===== src/rtl/mux_arb_nin_pkg.sv =====
// Shared constants and helpers for the N-input round-robin mux (mux_arb_nin).
package mux_pkg;

  localparam int MUX_NUM_IN_DEF = 4;
  localparam int MUX_DATA_W_DEF = 32;

  // Index width that stays legal even for a degenerate single-input build.
  function automatic int sel_w(input int n);
    return (n > 2) ? $clog2(n) : 1;
  endfunction

endpackage


===== src/rtl/mux_arb_nin_rr_arbiter.sv =====
// Combinational round-robin search: first requester at or after ptr, wrapping.
module rr_arbiter
  import mux_pkg::*;
#(
  parameter int NUM_IN = MUX_NUM_IN_DEF
) (
  input  logic [NUM_IN-1:0]        req,
  input  logic [sel_w(NUM_IN)-1:0] ptr,
  input  logic                     en,
  output logic [NUM_IN-1:0]        gnt,
  output logic [sel_w(NUM_IN)-1:0] gnt_idx
);

  localparam int SEL_W = sel_w(NUM_IN);

  always_comb begin
    int   k;
    logic found;
    gnt     = '0;
    gnt_idx = '0;
    found   = 1'b0;
    k       = 0;
    for (int i = 0; i < NUM_IN; i++) begin
      k = int'(ptr) + i;
      if (k >= NUM_IN) k = k - NUM_IN;
      if (!found && req[k]) begin
        found   = 1'b1;
        gnt[k]  = en;
        gnt_idx = SEL_W'(k);
      end
    end
    // A disabled search reports channel 0 so the index never hints at a grant.
    if (!en) gnt_idx = '0;
  end

endmodule


===== src/rtl/mux_arb_nin.sv =====
// NUM_IN-channel valid/ready mux with round-robin grant and a registered output.
// Optional burst locking is compiled in with `define MUX_ARB_LOCK_EN.
module mux_arb_nin
  import mux_pkg::*;
#(
  parameter int NUM_IN = MUX_NUM_IN_DEF,
  parameter int DATA_W = MUX_DATA_W_DEF
) (
  input  logic                     clk,
  input  logic                     rst,
  input  logic [NUM_IN-1:0]        in_valid,
  output logic [NUM_IN-1:0]        in_ready,
  input  logic [NUM_IN*DATA_W-1:0] in_data,
`ifdef MUX_ARB_LOCK_EN
  input  logic [NUM_IN-1:0]        in_lock,
`endif
  output logic                     out_valid,
  input  logic                     out_ready,
  output logic [DATA_W-1:0]        out_data,
  output logic [sel_w(NUM_IN)-1:0] out_sel
);

  localparam int SEL_W = sel_w(NUM_IN);

  logic              r_valid;
  logic [DATA_W-1:0] r_data;
  logic [SEL_W-1:0]  r_sel;
  logic [SEL_W-1:0]  r_ptr;

  logic [NUM_IN-1:0] w_req;
  logic [NUM_IN-1:0] w_gnt;
  logic [SEL_W-1:0]  w_gnt_idx;
  logic [SEL_W-1:0]  w_ptr_inc;
  logic [DATA_W-1:0] w_gnt_data;
  logic              w_can_accept;
  logic              w_xfer;
  logic              w_lock_nxt;

  // The output register may refill in the same cycle it drains.
  assign w_can_accept = (!r_valid || out_ready) && !rst;

  rr_arbiter #(.NUM_IN(NUM_IN)) u_arb (
    .req     (w_req),
    .ptr     (r_ptr),
    .en      (w_can_accept),
    .gnt     (w_gnt),
    .gnt_idx (w_gnt_idx)
  );

  assign in_ready   = w_gnt;
  assign w_xfer     = |w_gnt;
  assign w_gnt_data = in_data[int'(w_gnt_idx)*DATA_W +: DATA_W];
  assign w_ptr_inc  = (w_gnt_idx == SEL_W'(NUM_IN-1)) ? '0 : w_gnt_idx + 1'b1;

`ifdef MUX_ARB_LOCK_EN
  logic             r_lock;
  logic [SEL_W-1:0] r_lock_ch;

  // While locked only the owning channel is searched, so idle owner means no grant.
  assign w_req      = r_lock ? (in_valid & (NUM_IN'(1) << r_lock_ch)) : in_valid;
  assign w_lock_nxt = in_lock[w_gnt_idx];

  always_ff @(posedge clk or posedge rst) begin
    if (rst) begin
      r_lock    <= 1'b0;
      r_lock_ch <= '0;
    end else if (w_xfer) begin
      r_lock    <= w_lock_nxt;
      r_lock_ch <= w_gnt_idx;
    end
  end
`else
  assign w_req      = in_valid;
  assign w_lock_nxt = 1'b0;
`endif

  always_ff @(posedge clk or posedge rst) begin
    if (rst) begin
      r_valid <= 1'b0;
      r_data  <= '0;
      r_sel   <= '0;
      r_ptr   <= '0;
    end else if (w_xfer) begin
      r_valid <= 1'b1;
      r_data  <= w_gnt_data;
      r_sel   <= w_gnt_idx;
      if (!w_lock_nxt) r_ptr <= w_ptr_inc;
    end else if (out_ready) begin
      r_valid <= 1'b0;
    end
  end

  assign out_valid = r_valid;
  assign out_data  = r_data;
  assign out_sel   = r_sel;

endmodule


===== config.mk =====
export PLATFORM = sky130hd
export DESIGN_NAME = mux_arb_nin
export DESIGN_NICKNAME = d
export VERILOG_FILES = /design/src/rtl/mux_arb_nin_pkg.sv /design/src/rtl/mux_arb_nin_rr_arbiter.sv /design/src/rtl/mux_arb_nin.sv
export SDC_FILE = /design/constraint.sdc
export NUM_CORES = 1
export LEC_CHECK = 0
export BUFFER_PORTS_ARGS = -buffer_cell sky130_fd_sc_hd__buf_2
export CAP_MARGIN = 10
export CORE_UTILIZATION = 45
export CTS_CLUSTER_DIAMETER = 100
export CTS_CLUSTER_SIZE = 20
export DETAILED_ROUTE_END_ITERATION = 8
export PLACE_DENSITY = 0.82
export SETUP_SLACK_MARGIN = 0.1
export SYNTH_ARGS = -nofsm -noshare
export SYNTH_HDL_FRONTEND = slang
export SYNTH_SLANG_ARGS = --single-unit

===== constraint.sdc =====
create_clock -name clk -period 4.6 [get_ports clk]
set_input_delay 0.46 -clock clk [delete_from_list [all_inputs] [get_ports clk]]
set_output_delay 0.46 -clock clk [all_outputs]
set_load 0.005 [all_outputs]

==> results.toml <==
[worst_setup_path]
cp-end-kind = "register"
cp_data_arrival_time_ns = 4.15
worstSetupPathType = "register to register"
start_kind = "register"
r2r_slack_ns = 0.61
crit_slowest_cell = "dfrtp_1"
rr_endpoint = "out_data[1]"
rr_startpoint = "r_ptr[0]"
cpPeakStageDelay_ns = 0.77
ff2ff_path_depth = 10
cp_data_required_time_ns = 4.76
path_max_fanout = 37
crit_chain = "inv_1, ha_1, nor3b_1, o21ai_0, o211ai_1, o211a_2, buf_12, and2b_1, a211oi_1, o31ai_1"

[clock_network]
clockBufferDepth = 2
htree_levels = 2
post_cts_buffers = 0
cts_sinks = 37
worstSkewPairLatency_ns = 0.29
cts-root-buf = "clkbuf_8"
cts_hold_buf = 0
postCtsResizedCells = 0
clk_pin_slew_ns = 0.08
cts_inserted_buffers = 5
cts_tree = "built"

[yosys]
yosysTopAreaCell = "dfrtp_1"
synth.area.top_cells = "dfrtp_1 (31%), o31ai_1 (8.1%), a211oi_1 (7.8%)"
syn_area_um2 = 2970
ys_seq_area_share_pct = 31.2
synth_edf_count = 0
ys_types = 43
synth_fp_nets = 517
ys_ff_latch = 37
syn_inst = 373
synth_top_cell_area_share_pct = 31.2
synth_flop_cell = "dfrtp_1"
synth_warnings = 0
ys_async_sr_fraction_pct = 100
syn_avg_cell_area_um2 = 7.97

[global_route]
grt_pass1_vias = 3001
grt-ovfl-total = 0
antenna_found_initial = 0
track_usage_pct = 23.2
grt_max_degree = 48
grt_pass1_wl_um = 13400

[drt]
first_pass_iters = 4
dr_total_vias = 3224
postRouteAntennaNets = 0
avgRoutedWirePerCell_um = 13.6
via_per_inst = 5.34
drt_iter0_drc = 77
wl_um = 8220
drc_errors = 0

[finish]
fillers = 590
areaGrowthSynthToFinish_pct = 32.6
final_nets = 670
seq_area_um2 = 926
final_cells = 604
multi_input_area_um2 = 1770
mostFrequentLayoutCells = "buf_2 (173), a21oi_1 (40), nand2_1 (37), o21ai_0 (37), dfrtp_1 (37)"
utilization_pct = 62.1
layout-drive-gt1-share_pct = 37.8
antenna_cells = 0
mostFrequentLayoutCell = "buf_2"

[timing]
period_share_pct = 86.7
fin_setup_tns_ns = 0
period_minus_slack_ns = 3.99
fmax_mhz = 251
finalSetupViolCount = 0
layout_setup_ws_ns = 0.610
maxSlewViolCount = 0
rsz0062_at_grt = "false"
final-hold-violation-count = 0
tightest_slew_ns = 0.728
worst_clock_skew_ns = 0.00790
timing.slew.headroom_pct = 51.3

[run]
maxCapViolCount = 0

[pwr]
powerDensity_nw_per_um2 = 583
ir_drop_mv = 0.341
p_leak_nw = 2.04

[floorplan]
rows = 29
die-height_um = 83.3
num_io_pins = 174
start_util_pct = 46.8
dieWidth_um = 83.3
core-area_um2 = 6350
dieArea_um2 = 6930

[placement]
port_buffers = 173
dp.cells = 596
place_congestion = 0.896
place_ws_ns = 0.614
dp_hpwl_um = 6510

[run_status]
outcome = "complete, no violations"

[min_path]
hold_class = "input pin to asynchronous set/reset pin"
-- synthesized netlist by cell type (all sizes together) (3+ instances only) --
cell,count
a211oi,31
a21oi,40
buf,16
clkbuf,18
dfrtp,37
ha,9
inv,36
mux2,5
mux2i,3
mux4,3
nand2,37
nor2,7
nor2b,31
o21a,3
o21ai,38
o31ai,32
-- sequential cells by signal, summed over array words and instances, names as in the netlist --
signal / count
out_data: 32
out_sel: 2
out_valid: 1
r_ptr: 2
-- layer usage --
| metal | up-vias | global-route usage (%) | share of wire (%) |
|---|---|---|---|
| met3 | 17 | 5.37 | 5.6 |
| li1 | 1628 | - | - |
| met4 | 0 | 7.37 | 2.0 |
| met2 | 114 | 41.7 | 51 |
| met1 | 1465 | 27.3 | 41 |
| met5 | - | 0 | 0 |
-- logic make-up after synthesis --
logic type,Yosys count,synth area share [%]
AOI/OAI and AO/OA,155,33.7
and+or+nand+nor,91,16.3
buffers and inverters,70,9.81
DFF,37,31.2
muxes,11,5.18
adders and majority gates,9,3.79
-- how the worst max path moves through the flow --
stage                        start  depth (start not counted)          end
after detailed placement  r_ptr[0]                         10  out_data[1]
after floorplan           r_ptr[0]                         13     r_ptr[1]
after global routing      r_ptr[0]                         10  out_data[1]
after CTS                 r_ptr[0]                         10  out_data[1]
after global placement    r_ptr[0]                         10  out_data[1]
final                     r_ptr[0]                         10  out_data[1]
-- worst max-delay path: cells and delay by family, from the launching register on --
| family | cells | cell delay (ns) |
|---|---|---|
| AND/OR/NAND/NOR | 2 | 0.43 |
| adder cells (fa/ha/maj) | 1 | 0.46 |
| buffers and inverters | 2 | 0.49 |
| AO/OA/AOI/OAI | 5 | 1.71 |
| flip-flops | 1 | 0.77 |
-- per-stage QoR --
stage / hold WS, ns / cell area [um2] / power (mW)
floorplan: 0.473 / 2970 / 1.65
global placement: 0.458 / 3850 / 2.04
detailed placement: 0.461 / 3850 / 2.09
CTS: 0.324 / 3940 / 2.31
global route: 0.352 / 3940 / 2.50
finish: 0.305 / 3940 / 2.30
-- layout make-up --
| type | count | share of cell area, % |
|---|---|---|
| clock buffers | 5 | 1.75 |
| clock inverters | 3 | 0.444 |
| inverters | 36 | 3.43 |
| multi-input cells | 266 | 44.8 |
| flip-flops and latches | 37 | 23.5 |
| well taps | 77 | 2.44 |
| repair buffers | 180 | 23.6 |
-- power breakdown --
group          internal, mW  switching [mW]  total [mW]
combinational         0.610           0.864        1.47
sequential            0.488           0.113       0.600
clock                 0.105           0.118       0.222
Power figures use the tool's default switching activity.
